## src/rtl/uart_rx_core_if.sv

```systemverilog
`default_nettype none
// ============================================================================
// Module      : uart_rx_core_if
// Description : Output byte stream of the UART receiver. It carries the data
//               word, the valid flag and the consumer's ready flag.
// Revision    : 1.0 - initial release
// ============================================================================
interface uart_rx_core_if #(
  parameter int DATA_W = 8
);
  logic [DATA_W-1:0] m_tdata;
  logic              m_tvalid;
  logic              m_tready;

  // The receiver produces bytes and the consumer returns ready.
  modport master (output m_tdata, output m_tvalid, input m_tready);
  modport slave  (input m_tdata, input m_tvalid, output m_tready);
endinterface
`default_nettype wire

```

## src/rtl/uart_rx_core.sv

```systemverilog
`default_nettype none
// ============================================================================
// Module      : uart_rx_core
// Description : 8N1 UART receiver (LSB first). It oversamples by prescale*8
//               clocks per bit, samples each bit at mid-period, and presents
//               each received byte on a one-deep valid/ready output register.
// Revision    : 1.0 - initial release
// ============================================================================
module uart_rx_core #(
  parameter int DATA_W      = 8,
  parameter int SYNC_STAGES = 2
) (
  input  wire logic        aclk,
  input  wire logic        reset,
  input  wire logic        rx,
  input  wire logic [15:0] prescale,
  uart_rx_core_if.master   m_axis,
  output logic             rx_full,
  output logic             busy,
  output logic             frame_error,
  output logic             overrun_error
);

  localparam int IDX_W = (DATA_W > 1) ? $clog2(DATA_W) : 1;
  localparam logic [IDX_W-1:0] C_LAST_IDX = IDX_W'(DATA_W - 1);

  typedef enum logic [2:0] {
    IDLE      = 3'd0,
    START     = 3'd1,
    DATA      = 3'd2,
    STOP      = 3'd3,
    WAIT_HIGH = 3'd4
  } state_t;

  state_t              state_q, state_d;
  logic [18:0]         cnt_q, cnt_d;
  logic [IDX_W-1:0]    idx_q, idx_d;
  logic [DATA_W-1:0]   shift_q, shift_d;
  logic [15:0]         prescale_l_q, prescale_l_d;
  logic [SYNC_STAGES-1:0] sync_q;
  logic [DATA_W-1:0]   tdata_q;
  logic                tvalid_q;
  logic                ferr_q, ovr_q;

  logic                rx_s;
  logic                expire;
  logic                complete;
  logic                ferr_d;
  logic [15:0]         prescale_eff;
  logic [18:0]         bit_len;

  // A prescale of zero would give a zero-length bit, so it runs as one.
  assign prescale_eff = (prescale == 16'd0) ? 16'd1 : prescale;
  // One full bit period minus one, taken from the prescale latched for this frame.
  assign bit_len      = {prescale_l_q, 3'b000} - 19'd1;
  assign rx_s         = sync_q[SYNC_STAGES-1];
  assign expire       = (cnt_q == 19'd0);

  // Metastability synchroniser on the asynchronous line. It resets to idle-high.
  always_ff @(posedge aclk) begin
    if (reset) sync_q <= '1;
    else       sync_q <= (sync_q << 1) | SYNC_STAGES'(rx);
  end

  // Registers for the frame state, bit timer, bit index, shifter and latched prescale.
  always_ff @(posedge aclk) begin
    if (reset) begin
      state_q      <= IDLE;
      cnt_q        <= '0;
      idx_q        <= '0;
      shift_q      <= '0;
      prescale_l_q <= 16'd1;
    end else begin
      state_q      <= state_d;
      cnt_q        <= cnt_d;
      idx_q        <= idx_d;
      shift_q      <= shift_d;
      prescale_l_q <= prescale_l_d;
    end
  end

  // Frame sequencing. Timed states act only when their bit timer reaches zero.
  always_comb begin
    state_d      = state_q;
    cnt_d        = cnt_q;
    idx_d        = idx_q;
    shift_d      = shift_q;
    prescale_l_d = prescale_l_q;
    complete     = 1'b0;
    ferr_d       = 1'b0;

    if (state_q != IDLE && state_q != WAIT_HIGH) cnt_d = cnt_q - 19'd1;

    case (state_q)
      IDLE: begin
        if (!rx_s) begin
          state_d      = START;
          prescale_l_d = prescale_eff;
          // Wait half a bit so the start bit is checked at its centre.
          cnt_d        = {1'b0, prescale_eff, 2'b00} - 19'd1;
        end
      end
      START: begin
        if (expire) begin
          if (!rx_s) begin
            state_d = DATA;
            cnt_d   = bit_len;
            idx_d   = '0;
          end else begin
            // The line is high again at mid start bit: treat it as a glitch.
            state_d = IDLE;
            cnt_d   = '0;
          end
        end
      end
      DATA: begin
        if (expire) begin
          shift_d[idx_q] = rx_s;
          cnt_d          = bit_len;
          if (idx_q == C_LAST_IDX) state_d = STOP;
          else                     idx_d   = idx_q + IDX_W'(1);
        end
      end
      STOP: begin
        if (expire) begin
          cnt_d = '0;
          if (rx_s) begin
            complete = 1'b1;
            state_d  = IDLE;
          end else begin
            // Framing error or break: hold off until the line returns high.
            ferr_d  = 1'b1;
            state_d = WAIT_HIGH;
          end
        end
      end
      WAIT_HIGH: begin
        if (rx_s) state_d = IDLE;
      end
      default: begin
        state_d = IDLE;
        cnt_d   = '0;
      end
    endcase
  end

  // One-deep output register. A full register drops the new byte and flags an overrun.
  always_ff @(posedge aclk) begin
    if (reset) begin
      tdata_q  <= '0;
      tvalid_q <= 1'b0;
      ferr_q   <= 1'b0;
      ovr_q    <= 1'b0;
    end else begin
      ferr_q <= ferr_d;
      ovr_q  <= 1'b0;
      if (complete) begin
        if (!tvalid_q || m_axis.m_tready) begin
          tdata_q  <= shift_q;
          tvalid_q <= 1'b1;
        end else begin
          ovr_q <= 1'b1;
        end
      end else if (tvalid_q && m_axis.m_tready) begin
        tvalid_q <= 1'b0;
      end
    end
  end

  assign m_axis.m_tdata  = tdata_q;
  assign m_axis.m_tvalid = tvalid_q;
  assign rx_full         = tvalid_q;
  assign busy            = (state_q != IDLE);
  assign frame_error     = ferr_q;
  assign overrun_error   = ovr_q;

endmodule
`default_nettype wire

```

## src/flat_wrapper.sv

```systemverilog
// flat-port wrapper written by rule: the top's interface ports become plain ports
module uart_rx_core_flat 
#(
  parameter int DATA_W      = 8,
  parameter int SYNC_STAGES = 2
)
  (aclk, reset, rx, prescale, rx_full, busy, frame_error, overrun_error, m_axis_m_tdata, m_axis_m_tvalid, m_axis_m_tready);
  uart_rx_core_if #(.DATA_W(DATA_W)) m_axis_i ();
  input  wire logic aclk;
  input  wire logic reset;
  input  wire logic rx;
  input  wire logic [15:0] prescale;
  output logic rx_full;
  output logic busy;
  output logic frame_error;
  output logic overrun_error;
  output wire logic [$bits(m_axis_i.m_tdata)-1:0] m_axis_m_tdata;
  output wire logic [$bits(m_axis_i.m_tvalid)-1:0] m_axis_m_tvalid;
  input wire logic [$bits(m_axis_i.m_tready)-1:0] m_axis_m_tready;
  assign m_axis_m_tdata = m_axis_i.m_tdata;
  assign m_axis_m_tvalid = m_axis_i.m_tvalid;
  assign m_axis_i.m_tready = m_axis_m_tready;
  uart_rx_core #(.DATA_W(DATA_W), .SYNC_STAGES(SYNC_STAGES)) u_core (.aclk(aclk), .reset(reset), .rx(rx), .prescale(prescale), .m_axis(m_axis_i), .rx_full(rx_full), .busy(busy), .frame_error(frame_error), .overrun_error(overrun_error));
endmodule
```

## config.mk

```make
export PLATFORM = sky130hd
export DESIGN_NAME = uart_rx_core_flat
export DESIGN_NICKNAME = d
export VERILOG_FILES = /design/src/rtl/uart_rx_core_if.sv /design/src/rtl/uart_rx_core.sv /design/src/flat_wrapper.sv
export SDC_FILE = /design/constraint.sdc
export NUM_CORES = 1
export LEC_CHECK = 0
export BUFFER_PORTS_ARGS = -buffer_cell sky130_fd_sc_hd__buf_2
export CORE_AREA = 2 2 93 86
export DETAILED_ROUTE_END_ITERATION = 7
export DIE_AREA = 0 0 95 88
export PLACE_DENSITY = 0.68
export SETUP_SLACK_MARGIN = 0.05
export SLEW_MARGIN = 20
export SYNTH_ARGS = -nofsm -noshare
export SYNTH_HDL_FRONTEND = slang
export SYNTH_SLANG_ARGS = --single-unit
```

## constraint.sdc

```tcl
create_clock -name aclk -period 4.15 [get_ports aclk]
set_input_delay 0.2075 -clock aclk [delete_from_list [all_inputs] [get_ports aclk]]
set_output_delay 0.2075 -clock aclk [all_outputs]
set_load 0.02 [all_outputs]
```

==> summary.md <==
| Metric | Value |
|---|---|
| Run status | `finished clean` |
| Postcts setup bufs | `0` |
| Mapped Avg Cell Area | `8.11 um2` |
| Initial DRC Count | `364` |
| Worst R2R Path Depth | `6` |
| Area grow syn2layout | `12.5%` |
| Leak pwr | `1.52 nW` |
| Post-cts resize count | `0` |
| Antenna Nets Post-Route | `0` |
| H-tree depth | `3` |
| Vias/cell | `5.89` |
| Layout Nets | `487` |
| Clk_skew | `0.00993 ns` |
| Via count | `3316` |
| Sw Ratio | `28.7%` |
| Internal | `0.00110 W` |
| RePlAce Congestion | `0.941` |
| # port buffers | `32` |
| Worst path required time | `4.43 ns` |
| Tcrit/Tclk final | `65.3%` |
| Most frequent cells in the layout | `nand2_1 (63), dfxtp_1 (62), a21oi_1 (38)` |
| Largest net degree at the start of global routing | `51` |
| Critical Path AT | `2.99 ns` |
| Initial core utilization | `48.3%` |
| Register area share after synthesis | `34.8%` |
| Final setup vio count | `0` |
| Drt first pass iters | `5` |
| NetSw | `0.000445 W` |
| Initial antenna violation count | `0` |
| Clock Sinks | `62` |
| Syn_nets | `465` |
| Worst-path maximum fanout | `9` |
| Clock transition at path regs | `0.07 ns` |
| Synthesized flop and latch total | `62` |
| Setup TNS | `0 ns` |
| Normalized max-slew margin | `36.5%` |
| Wirelength per Cell | `16.8 um` |
| Global-route wire length before repair | `15.6 mm` |
| CTS buffer count | `9` |
| Most used DFF post-synth | `dfxtp_1` |
| Setup crit end kind | `register` |
| Area contributors post-synth | `dfxtp_1 (35%), nand2_1 (6.6%), xnor2_1 (5.6%), a21oi_1 (5.3%), nor2_1 (3.7%)` |
| Layout cells sized above 1 | `14.3%` |
| Unrepaired setup endpoints after global routing | `no` |
| DIE AREA | `8360 um2` |
| Synth cell types | `57` |
| Sequential share of power | `41.7%` |
| Rows | `30` |
| Max cap viols | `0` |
| Overflow after GRT | `0` |
| Achievable Freq | `369 MHz` |
| Largest area contributor in the netlist | `dfxtp_1` |
| Fillers | `690` |
| Total Routing Usage GR | `24.2%` |
| DIE WIDTH | `95 um` |
| Pwr/cell area | `386 nW/um2` |
| Mapped Area | `3570 um2` |
| Post-synth ARST share | `0%` |
| Final HPWL DP | `6.75 mm` |
| CORE AREA | `7390 um2` |
| Final min period | `2.71 ns` |
| Worst hold path type | `input pin to register` |
| N_diodes | `0` |
| Critical path class | `register to register` |
| Hold Violations, Final | `0` |
| Hold path cells | `2` |
| Mapped Cells | `440` |
| Startpoint Class | `register` |
| Clock Power Share | `41.6%` |
| Fin. max-slew vios | `0` |
| Clock Path Buffers | `2` |
| Die extent in y | `88 um` |
| Hold-fix buffers at CTS | `0` |
| CTS tree | `yes` |
| I/O pin count | `33` |
| Worst-Skew Late Latency | `0.35 ns` |
| Worst-Margin Slew | `0.944 ns` |
| Post-synth top area share | `34.8%` |
| Routed WL | `9.44 mm` |
| Synth warn | `0` |
| Peak VDD IR | `288 uV` |
| Root Buffer | `clkbuf_8` |
| DRC | `0` |
| Combinational power share | `16.7%` |
| EDFF count, synth | `0` |
| Final core utilization | `54.3%` |
| Register area | `1240 um2` |
| Multi-input gate area | `2210 um2` |
| Vias in the first global route | `3089` |
| Commonest non-fill, non-tap cell in the layout | `nand2_1` |
==> metal layers <==
| layer | track usage [%] | routed length [um] | up-vias |
|---|---|---|---|
| met4 | 7.64 | 128 | 0 |
| met1 | 34.8 | 4490 | 1579 |
| met5 | 0 | 0 | - |
| met3 | 4.91 | 629 | 11 |
| met2 | 36.4 | 4190 | 116 |
| li1 | - | - | 1610 |
==> power by group through the flow <==
stage                     Clock, W  Sequential [W]  Combinational (W)
after floorplan                  0        0.000650           0.000187
after global placement           0        0.000657           0.000248
after detailed placement         0        0.000659           0.000252
after CTS                 0.000649        0.000645           0.000255
after global routing      0.000678        0.000649           0.000283
final                     0.000645        0.000646           0.000259
==> synthesized netlist by cell type, types with 3 or more instances <==
library cell,instances
nand2_1,63
dfxtp_1,62
a21oi_1,38
nor2_1,35
xnor2_1,23
clkbuf_1,17
nor3_1,17
xor2_1,15
mux2i_1,13
nand3b_1,11
nor4_1,11
o21ai_0,10
inv_1,9
or3_1,9
nand3_1,8
a22oi_1,7
nand2b_1,7
a211oi_1,5
ha_1,5
nor2b_1,5
o22ai_1,5
o31ai_1,5
and2_1,4
nand4_1,4
nor3b_1,4
or2_2,4
or4_1,4
buf_2,3
==> logic make-up (layout without fill, tap and decap cells) <==
family	after synthesis	in the layout	synth area share, %
and+or+nand+nor	202	202	30.6
AOI/OAI and AO/OA	88	88	16.1
DFF	62	62	34.8
xor gates and xnor gates	38	38	9.33
buffers and inverters	31	58	3.47
muxes	14	14	3.96
adders and majority gates	5	5	1.75
==> worst max-delay path, cell delays in order (launching register included) <==
cell,delay [ns]
dfxtp_1,0.37
nor4_1,0.49
nand4_1,0.37
nor2_1,0.55
nand3_1,0.31
nor3b_1,0.35
mux2i_1,0.21
==> state kept, by name (all words and copies together), names as in the netlist, 2 cells and up <==
signal / cells
u_core.cnt_q: 19
u_core.prescale_l_q: 16
u_core.state_q: 3
u_core.sync_q: 2
u_core.idx_q: 3
u_core.shift_q: 8
u_core.m_axis.m_tdata: 8
==> stage by stage <==
| step | total power, W | instance area [um2] | std cells | setup slack (ns) | hold slack, ns |
|---|---|---|---|---|---|
| floorplan | 0.000837 | 3570 | 440 | 1.88 | 0.311 |
| global placement | 0.000905 | 3770 | 547 | 1.44 | 0.389 |
| detailed placement | 0.000911 | 3770 | 547 | 1.43 | 0.395 |
| CTS | 0.00155 | 4010 | 563 | 1.52 | 0.0339 |
| global route | 0.00161 | 4010 | 563 | 1.25 | 0.0334 |
| finish | 0.00155 | 4010 | 563 | 1.44 | 0.0372 |
==> path summary, 6_finish.rpt <==
kind | from | end | slack, ns
setup / recovery | u_core.cnt_q[4] | u_core.shift_q[5] | 1.44
hold / removal | rx | u_core.sync_q[0] | 0.04
setup reg to reg | u_core.cnt_q[4] | u_core.shift_q[5] | 1.44
hold reg to reg | u_core.sync_q[0] | u_core.sync_q[1] | 0.41
==> area by class of cell <==
class,instances,area share [%]
Inverter,9,0.842
Clock inverter,4,1.90
Clock buffer,12,4.11
Multi-Input combinational cell,347,55.0
Timing Repair Buffer,33,4.18
Tap cell,96,2.99
Sequential cell,62,30.9
Power figures use the tool's default switching activity.
